--- src/rtl/mcu_debug_responder_pkg.sv ---
// Shared types for the MCU-side debug responder.
//   resp_state_t : responder FSM states
//   dbg_cmd_t    : command selected from the incoming strobes
//   BE_WORD/BE_NONE : byte-enable constants
//   cmd_decode   : fixed-priority strobe encoder
//   be_is_byte   : true when exactly one byte lane is enabled
package dbg_pkg;

  typedef enum logic [2:0] {
    S_IDLE,
    S_PAUSE_WAIT,
    S_RESUME,
    S_RESET_PULSE,
    S_MEM_ACCESS,
    S_RF_ACCESS,
    S_NOP,
    S_REJECT
  } resp_state_t;

  typedef enum logic [2:0] {
    CMD_NONE,
    CMD_PAUSE,
    CMD_RESUME,
    CMD_RESET,
    CMD_MEM_RD,
    CMD_MEM_WR,
    CMD_RF_RD,
    CMD_RF_WR
  } dbg_cmd_t;

  localparam logic [3:0] BE_WORD = 4'b1111;
  localparam logic [3:0] BE_NONE = 4'b0000;

  // reset > pause > resume > mem_wr > mem_rd > rf_wr > rf_rd
  function automatic dbg_cmd_t cmd_decode(
    input logic reset,
    input logic pause,
    input logic resume,
    input logic mem_wr,
    input logic mem_rd,
    input logic rf_wr,
    input logic rf_rd
  );
    if (reset)       return CMD_RESET;
    else if (pause)  return CMD_PAUSE;
    else if (resume) return CMD_RESUME;
    else if (mem_wr) return CMD_MEM_WR;
    else if (mem_rd) return CMD_MEM_RD;
    else if (rf_wr)  return CMD_RF_WR;
    else if (rf_rd)  return CMD_RF_RD;
    else             return CMD_NONE;
  endfunction

  function automatic logic be_is_byte(input logic [3:0] be);
    return (be == 4'b0001) || (be == 4'b0010) ||
           (be == 4'b0100) || (be == 4'b1000);
  endfunction

endpackage

--- src/rtl/mcu_debug_responder_byte_extract.sv ---
// dbg_byte_extract: selects the byte lane named by a one-hot byte enable and
// zero-extends it to 32 bits. Non-one-hot enables yield zero.
//   be        in  4   byte enable (one-hot for a byte read)
//   data      in  32  memory read word
//   byte_data out 32  selected byte, zero-extended
module dbg_byte_extract
  import dbg_pkg::*;
(
  input  logic [3:0]  be,
  input  logic [31:0] data,
  output logic [31:0] byte_data
);

  always_comb begin
    byte_data = '0;
    case (be)
      4'b0001: byte_data = {24'd0, data[7:0]};
      4'b0010: byte_data = {24'd0, data[15:8]};
      4'b0100: byte_data = {24'd0, data[23:16]};
      4'b1000: byte_data = {24'd0, data[31:24]};
      default: byte_data = '0;
    endcase
  end

endmodule

--- src/rtl/mcu_debug_responder.sv ---
// mcu_debug_responder: executes debugger commands (pause, resume, core reset,
// register and memory access) on the MCU core by stalling it, pulsing its
// reset, or borrowing its memory / register-file ports.
//
// Optional build macro DBG_RESP_WATCHDOG_EN: bounds the pause handshake to
// WDOG_CYCLES cycles; on expiry the core is force-stalled and err is set.
//
// Ports:
//   clk, rst                 clock, synchronous active-high reset
//   in_valid + strobes       pause/resume/reset/rf_rd/rf_wr/mem_rd/mem_wr
//   mem_be, addr, wdata      command operands (addr[4:0] = register index)
//   mcu_busy, rd_data        busy flag and read result
//   paused, err              core-held flag, sticky rejection flag
//   core_idle/stall/reset    core handshake and control
//   dbg_mem_*, mem_rdata     memory port override
//   dbg_rf_*, rf_rdata       register-file port override
module mcu_debug_responder
  import dbg_pkg::*;
#(
  parameter int unsigned MEM_RD_LAT   = 2,
  parameter int unsigned RESET_CYCLES = 4,
  parameter int unsigned WDOG_CYCLES  = 1024
) (
  input  logic        clk,
  input  logic        rst,
  input  logic        in_valid,
  input  logic        pause,
  input  logic        resume,
  input  logic        reset,
  input  logic        rf_rd,
  input  logic        rf_wr,
  input  logic        mem_rd,
  input  logic        mem_wr,
  input  logic [3:0]  mem_be,
  input  logic [31:0] addr,
  input  logic [31:0] wdata,
  output logic        mcu_busy,
  output logic [31:0] rd_data,
  output logic        paused,
  output logic        err,
  input  logic        core_idle,
  output logic        core_stall,
  output logic        core_reset,
  output logic        dbg_mem_en,
  output logic        dbg_mem_we,
  output logic [3:0]  dbg_mem_be,
  output logic [31:0] dbg_mem_addr,
  output logic [31:0] dbg_mem_wdata,
  input  logic [31:0] mem_rdata,
  output logic        dbg_rf_en,
  output logic        dbg_rf_we,
  output logic [4:0]  dbg_rf_addr,
  output logic [31:0] dbg_rf_wdata,
  input  logic [31:0] rf_rdata
);

  localparam logic [15:0] LAT_LAST  = 16'(MEM_RD_LAT);
  localparam logic [15:0] RST_LAST  = 16'(RESET_CYCLES - 1);
  localparam logic [15:0] WDOG_LAST = 16'(WDOG_CYCLES - 1);
`ifdef DBG_RESP_WATCHDOG_EN
  localparam logic WDOG_EN = 1'b1;
`else
  localparam logic WDOG_EN = 1'b0;
`endif

  resp_state_t state, state_next;
  dbg_cmd_t    cmd, op_cmd;
  logic [31:0] op_addr, op_wdata;
  logic [3:0]  op_be;
  logic [15:0] cnt;
  logic        paused_q, stall_q, err_q;
  logic [31:0] rd_data_q;
  logic [31:0] byte_data;
  logic        be_ok, accept, wdog_hit;
  logic [4:0]  rf_idx;

  assign cmd      = cmd_decode(reset, pause, resume, mem_wr, mem_rd, rf_wr, rf_rd);
  assign be_ok    = (mem_be == BE_WORD) || be_is_byte(mem_be);
  assign accept   = (state == S_IDLE) && in_valid && (cmd != CMD_NONE);
  assign wdog_hit = WDOG_EN && (cnt == WDOG_LAST);
  assign rf_idx   = op_addr[4:0];

  dbg_byte_extract u_byte_extract (
    .be        (op_be),
    .data      (mem_rdata),
    .byte_data (byte_data)
  );

  always_ff @(posedge clk) begin
    if (rst) state <= S_IDLE;
    else     state <= state_next;
  end

  always_comb begin
    state_next = state;
    mcu_busy   = (state != S_IDLE);
    core_reset = 1'b0;
    dbg_mem_en = 1'b0;
    dbg_rf_en  = 1'b0;
    case (state)
      S_IDLE: begin
        if (in_valid) begin
          case (cmd)
            CMD_RESET:  state_next = S_RESET_PULSE;
            CMD_PAUSE:  state_next = paused_q ? S_NOP : S_PAUSE_WAIT;
            CMD_RESUME: state_next = S_RESUME;
            CMD_MEM_RD,
            CMD_MEM_WR: state_next = (paused_q && be_ok) ? S_MEM_ACCESS : S_REJECT;
            CMD_RF_RD,
            CMD_RF_WR:  state_next = paused_q ? S_RF_ACCESS : S_REJECT;
            default:    state_next = S_IDLE;
          endcase
        end
      end
      S_PAUSE_WAIT: if (core_idle || wdog_hit) state_next = S_IDLE;
      S_RESET_PULSE: begin
        core_reset = 1'b1;
        if (cnt == RST_LAST) state_next = S_IDLE;
      end
      S_MEM_ACCESS: begin
        dbg_mem_en = 1'b1;
        // writes complete in their single we cycle; reads wait out the latency
        if ((op_cmd != CMD_MEM_RD) || (cnt == LAT_LAST)) state_next = S_IDLE;
      end
      S_RF_ACCESS: begin
        dbg_rf_en  = 1'b1;
        state_next = S_IDLE;
      end
      default: state_next = S_IDLE;
    endcase

    dbg_mem_we    = dbg_mem_en && (op_cmd == CMD_MEM_WR);
    dbg_mem_be    = dbg_mem_en ? op_be : BE_NONE;
    dbg_mem_addr  = dbg_mem_en ? op_addr : '0;
    dbg_mem_wdata = dbg_mem_en ? op_wdata : '0;
    // x0 is hardwired: the port is still borrowed but nothing is written
    dbg_rf_we     = dbg_rf_en && (op_cmd == CMD_RF_WR) && (rf_idx != 5'd0);
    dbg_rf_addr   = dbg_rf_en ? rf_idx : '0;
    dbg_rf_wdata  = dbg_rf_en ? op_wdata : '0;
  end

  always_ff @(posedge clk) begin
    if (rst) begin
      op_cmd    <= CMD_NONE;
      op_addr   <= '0;
      op_wdata  <= '0;
      op_be     <= '0;
      cnt       <= '0;
      paused_q  <= 1'b0;
      stall_q   <= 1'b0;
      err_q     <= 1'b0;
      rd_data_q <= '0;
    end else begin
      case (state)
        S_IDLE: begin
          if (accept) begin
            op_cmd   <= cmd;
            op_addr  <= addr;
            op_wdata <= wdata;
            op_be    <= mem_be;
            cnt      <= '0;
            if (state_next != S_REJECT) err_q <= 1'b0;
          end
        end
        S_PAUSE_WAIT: begin
          cnt <= cnt + 16'd1;
          if (core_idle) begin
            stall_q  <= 1'b1;
            paused_q <= 1'b1;
          end else if (wdog_hit) begin
            stall_q  <= 1'b1;
            paused_q <= 1'b1;
            err_q    <= 1'b1;
          end
        end
        S_RESUME: begin
          stall_q  <= 1'b0;
          paused_q <= 1'b0;
        end
        S_RESET_PULSE: cnt <= cnt + 16'd1;
        S_MEM_ACCESS: begin
          cnt <= cnt + 16'd1;
          if ((op_cmd == CMD_MEM_RD) && (cnt == LAT_LAST))
            rd_data_q <= be_is_byte(op_be) ? byte_data : mem_rdata;
        end
        S_RF_ACCESS: begin
          if (op_cmd == CMD_RF_RD)
            rd_data_q <= (rf_idx == 5'd0) ? '0 : rf_rdata;
        end
        S_REJECT: err_q <= 1'b1;
        default: ;
      endcase
    end
  end

  assign rd_data    = rd_data_q;
  assign paused     = paused_q;
  assign err        = err_q;
  assign core_stall = stall_q;

endmodule

--- config.mk ---
export PLATFORM = sky130hd
export DESIGN_NAME = mcu_debug_responder
export DESIGN_NICKNAME = d
export VERILOG_FILES = /design/src/rtl/mcu_debug_responder_pkg.sv /design/src/rtl/mcu_debug_responder_byte_extract.sv /design/src/rtl/mcu_debug_responder.sv
export SDC_FILE = /design/constraint.sdc
export NUM_CORES = 1
export LEC_CHECK = 0
export ABC_AREA = 1
export CAP_MARGIN = 25
export CORE_AREA = 4 4 109 111
export CTS_CLUSTER_SIZE = 20
export DETAILED_ROUTE_END_ITERATION = 10
export DIE_AREA = 0 0 113 115
export DONT_BUFFER_PORTS = 1
export GPL_ROUTABILITY_DRIVEN = 0
export PLACE_DENSITY = 0.75
export SLEW_MARGIN = 10
export SYNTH_ARGS = -nofsm -noshare
export SYNTH_HDL_FRONTEND = slang
export SYNTH_SLANG_ARGS = --single-unit
--- constraint.sdc ---
create_clock -name clk -period 2.7 [get_ports clk]
set_input_delay 0.54 -clock clk [delete_from_list [all_inputs] [get_ports clk]]
set_output_delay 0.54 -clock clk [all_outputs]
set_load 0.01 [all_outputs]
---- After elaboration in Yosys (flattened, before gate mapping) ----
Index checks and enable logic that the tools add are counted.
storage, ports and cells
  bits of input ports ..................... 143
  output and inout bits ................... 146
  bits in read-only memories .............. 0
  word-level logic and storage cells ...... 114
  memory bits (writable) .................. 0
  register bits after elaboration ......... 124
  memories kept ........................... 0
  bits in latches ......................... 0
cells by class
  muxes and demuxes ....................... 37
  magnitude comparators ................... 0
  bitwise operators ....................... 0
  equality and inequality tests ........... 35
  shifts and indexed selects .............. 0
  multiply operators ...................... 0
  div/mod/pow operators ................... 0
  add/subtract/negate cells ............... 1
  reductions and logical operators ........ 32
operators by type and width
  cell                                                  number
  two-way mux 32 bit                                    7
  case mux 32 bit (2 select lines)                      1
  two-way mux 3 bit                                     12
  equality test 3 bit, second input constant            11
  equality test 16 x 2 -> 1 bit, second input constant  2
  case mux 16 bit (2 select lines)                      1
  case mux 8 bit (4 select lines)                       1
  adder 16 x 1 -> 16 bit, second input constant         1
  two-way mux 16 bit                                    1
  case mux 3 bit (5 select lines)                       1
  equality test 3 x 2 -> 1 bit, second input constant   4
  equality test 4 bit, second input constant            3
  case mux 3 bit (4 select lines)                       1
  equality test 4 x 1 -> 1 bit, second input constant   2
  equality test 4 x 2 -> 1 bit, second input constant   2
  equality test 4 x 3 -> 1 bit, second input constant   2
  logical OR 1 bit                                      8
  inequality test 2 bit, second input constant          4
  nonzero test 2 bit                                    4
  logical AND 1 bit                                     7
  equality test 3 x 1 -> 1 bit, second input constant   2
  two-way mux 1 bit                                     6
  inequality test 3 bit, second input constant          2
  AND reduction 2 bit                                   3
  12 further kinds                                      17

---- Longest topological paths before layout ----
  depth after elaboration ................. 16
  gate-level depth with buffers ........... 15
  gate-level depth less buffers ........... 15

---- Modules after synthesis ----
From an unflattened synthesis, not the netlist that was laid out.
second synthesis, totals
  cells, all modules ...................... 1,030
  area total of the unflattened synthesis .. 6,702.7 µm²
modules (own cells, without submodules)
  module               area an instance (µm²)  sequential area each (µm²)  times used  cells an instance
  mcu_debug_responder  6,110.9                 2,482.4                     1           921
  dbg_byte_extract     591.8                   0.0                         1           109

---- Worst setup path before layout ----
No wires, ideal clock.
  path type ............................... register to output
  start point ............................. reg state[0]
  end point ............................... out dbg_rf_wdata[10]
  buffers on the path ..................... 3
  data required time ...................... 2.160 ns
  arrival ................................. 1.394 ns
  path slack .............................. 0.766 ns
  cell stages (with the launch flop) ...... 8
  path through ............................ dfxtp_1 inv_1 nor3_2 buf_4 inv_2 buf_2 buf_1 nor2_1
between the ends
  word-level cells in the longest chain between the ends .. 3
RTL lines
  element                 RTL line                    source
  start, declared         mcu_debug_responder.sv:66   resp_state_t state, state_next;
  start signal, assigned  mcu_debug_responder.sv:91   else state <= state_next;
  equality test 3 bit     mcu_debug_responder.sv:100  case (state)
  two-way mux 1 bit       mcu_debug_responder.sv:100
  two-way mux 32 bit      mcu_debug_responder.sv:139  dbg_rf_wdata = dbg_rf_en ? op_wdata : '0;
  end, declared           mcu_debug_responder.sv:53   output logic [31:0] dbg_rf_wdata,
No other way between the ends.

---- Worst setup path in the final report ----
  start point ............................. reg op_addr[1]
  end point ............................... out dbg_rf_we
between the ends
  word-level cells in the longest chain between the ends .. 2
RTL lines
  element                 RTL line                    source
  start, declared         mcu_debug_responder.sv:68   logic [31:0] op_addr, op_wdata;
  start signal, assigned  mcu_debug_responder.sv:158  op_addr <= addr;
  nonzero test 5 bit      mcu_debug_responder.sv:137  dbg_rf_we = dbg_rf_en && (op_cmd == CMD_RF_WR) && (rf_idx != 5'd0);
  logical AND 1 bit       mcu_debug_responder.sv:137
  end, declared           mcu_debug_responder.sv:51   output logic dbg_rf_we,
No other way between the ends.

==> flow_summary_export.csv <==
group,metric,value,unit
cts,cts_sinks,124,
critical_path,critical_path_class,"flip-flop to primary output",
synth,yosysWarningCount,0,
die,initial_core_util,57.3,%
die,io_pins,289,
synth,async_flop_share,0,%
cells_and_area,drive_gt1_share,8.55,%
worst_hold_path,hold_class,"input pin to flip-flop",
detailed_routing,num_vias,5911,
sta,fin_skew,0.00911,ns
cts,clkLatencyLatePin,0.53,ns
critical_path,cp.arrival,1.95,ns
cells_and_area,final_nets,1044,
sta,layout_min_cycle_time,2.49,ns
synth,postSynthCellCount,923,
critical_path,r2r_end,"rd_data[11]",
pwr,p_comb_share,16.0,%
cells_and_area,multi_input_area,2910,um2
cells_and_area,syn_to_final_growth,10.1,%
die,die_w,113,um
pwr,power_density,759,nW/um2
synth,ys_ff_latch,124,
synth,ys_top_cells_by_area,"dfxtp_1 40%, a21oi_1 10%, nor2_1 9.3%",
cts,root_buffer,"clkbuf_8",
detailed_routing,drt_wl_total,17900,um
sta,hold_viol_final,0,
critical_path,r2r_start,"state[2]",
outcome,status,"completed",
cts,post_cts_buffers,0,
synth,yosysSeqAreaShare,40.2,%
sta,setup_viol,0,
grt,antenna_found_initial,0,
sta,rsz0062_at_grt,"no",
synth,syn_nets,1068,
critical_path,reg2regPathDepth,9,
die,dieHeight,115,um
cts,clk_pin_slew,0.06,ns
cells_and_area,layout_commonest_cell,"nor2_1",
cells_and_area,final_util,63.0,%
worst_hold_path,hp-start,"rst",
grt,grt_overflow,0,
sta,final_max_slew_viol_count,0,
grt,grt_pass1_vias,5404,
pwr,cellLeakagePower,2.77,nW
sta,period_share,92.2,%
pwr,switching_power,0.00147,W
place,dp_hpwl,13000,um
pwr,vdd_drop_max,0.000445,V
flow_run,maxCapViolations,0,
synth,synth_edf_count,0,
sta,timing.fmax,0.402,GHz
worst_hold_path,hold_path_end,"state[0]",
detailed_routing,drtIter0Drc,658,
worst_hold_path,whs_path_depth,1,
critical_path,cp.required,2.16,ns
grt,grt_max_degree,141,
cts,cts_buffers,17,
pwr,pwr-share-clk,44.4,%
cts,cts_tree,"yes",
critical_path,crit_fanout,4,
sta,setup_tns,0,ns
place,io_buffers,0,
synth,synth.avg_cell_area,6.70,um2
synth,yosysUniqueCellTypes,37,
cells_and_area,seq_area,2480,um2
critical_path,start_kind,"flip-flop",
detailed_routing,post_drt_wl_per_cell,17.1,um
pwr,pwr-share-seq,39.6,%
detailed_routing,routed_via_density,5.62,
cells_and_area,fill_cells,1026,
grt,grtUsageTotal,26.5,%
synth,post-synth-top-area-cell,"dfxtp_1",
cts,ctsLongestPathBuffers,2,
sta,relSlewSlack,59.1,%
cells_and_area,final_cell_mix,"153 x nor2_1, 128 x inv_1, 124 x a21oi_1, 124 x dfxtp_1, 110 x nand2_1",
critical_path,r2r_slack,0.56,ns
detailed_routing,dr.pass1.iters,5,
synth,synth_top_area_share,40.2,%
critical_path,crit_path_end_kind,"primary output",
detailed_routing,drc,0,
cells_and_area,diodes,0,
cts,cts_htree_levels,4,
pwr,p_sw_share,28.5,%
sta,worst_slew_pin_slew,0.608,ns
cts,hold_buffers,0,
pwr,p_int,0.00369,W
detailed_routing,ant_nets,0,
die,die_area,13000,um2
die,core-area,10800,um2
grt,grt_pass1_wl,27800,um
die,num_rows,38,
synth,yosys_most_used_dff,"dfxtp_1",
synth,syn_area,6180,um2
-- per-layer routing --
layer / share of wire, % / up-vias / track usage (%)
li1: - / 2929 / -
met1: 41 / 2629 / 33.1
met2: 46 / 316 / 42.9
met3: 11 / 37 / 9.47
met4: 2.2 / 0 / 8.97
met5: 0 / - / 0
-- power by group through the flow --
stage          logic, W  registers [W]  clock network (W)
2_1_floorplan  0.000655        0.00207                  0
3_3_place_gp   0.000808        0.00208                  0
3_5_place_dp   0.000819        0.00208                  0
4_1_cts        0.000822        0.00204            0.00233
5_1_grt        0.000945        0.00206            0.00241
6_report       0.000829        0.00205            0.00229
-- registers in the layout (all words and copies together) (netlist names) --
register / count
op_addr: 32
op_wdata: 32
rd_data: 32
cnt: 16
op_be: 4
op_cmd: 3
state: 3
core_stall: 1
err: 1
-- worst max path at each step --
| stage | start | to | slack, ns | cells after the start |
|---|---|---|---|---|
| 2_1_floorplan | state[0] | dbg_rf_wdata[10] | 0.77 | 7 |
| 3_3_place_gp | state[2] | dbg_rf_addr[0] | 0.67 | 5 |
| 3_5_place_dp | state[1] | rd_data[11] | 0.61 | 10 |
| 4_1_cts | state[0] | dbg_rf_wdata[25] | 0.06 | 5 |
| 5_1_grt | state[1] | dbg_mem_we | 0.07 | 5 |
| 6_report | op_addr[1] | dbg_rf_we | 0.21 | 5 |
-- cell families (layout without fill, tap and decap cells) --
| kind of cell | after synthesis | in the layout | synth area share [%] |
|---|---|---|---|
| adders and majority gates | 2 | 2 | 0.405 |
| AOI/OAI and AO/OA | 270 | 270 | 23.5 |
| DFF | 124 | 124 | 40.2 |
| buffers and inverters | 190 | 179 | 12.8 |
| xor gates and xnor gates | 5 | 5 | 0.709 |
| and+or+nand+nor | 332 | 332 | 22.4 |
-- stage by stage --
stage	cell area, um2	instances	setup WS [ns]	power [W]	hold WS [ns]
6_report	6800	1052	0.212	0.00517	0.0824
5_1_grt	6800	1052	0.0710	0.00541	0.0564
4_1_cts	6800	1052	0.0645	0.00519	0.0579
3_5_place_dp	6200	1020	0.607	0.00290	0.443
3_3_place_gp	6200	1020	0.674	0.00289	0.440
2_1_floorplan	6180	923	0.766	0.00272	0.430
-- cells in the mapped netlist, types with 2 or more instances --
cell type and count:
nor2_1 153, inv_1 129, a21oi_1 124, dfxtp_1 124, nand2_1 110, o21ai_0 84
o21ai_1 28, clkbuf_1 26, nand3_1 23, nor3_1 23, a21oi_2 16, buf_2 10
inv_2 7, nand4_1 7, o22ai_1 7, buf_6 6, buf_1 5, a211oi_1 4
buf_4 4, nor2_2 4, nor4_1 4, xor2_1 4, clkbuf_2 3, ha_1 2
o2111ai_1 2, o32ai_1 2, or2_2 2
-- worst max-delay path: stages (launching register included) --
cell and delay (ns):
dfxtp_1 0.30, inv_1 0.18, nand4_1 0.30, o21ai_2 0.37
nor4_1 0.11, buf_4 0.16
-- layout make-up --
class | count | share of cell area (%)
timing repair buffer | 11 | 1.77
tap | 140 | 2.57
sequential | 124 | 36.5
multi-input combinational | 609 | 42.8
clock buffer | 22 | 6.80
inverter | 136 | 7.54
clock inverter | 10 | 2.02
-- timing repair --
action / in CTS / in global routing
endpoints found under the setup margin: 0 / 37
resized for setup: 0 / 2
endpoints found under the hold margin: 0 / 0
No activity file was read; power rests on OpenSTA's default activity.
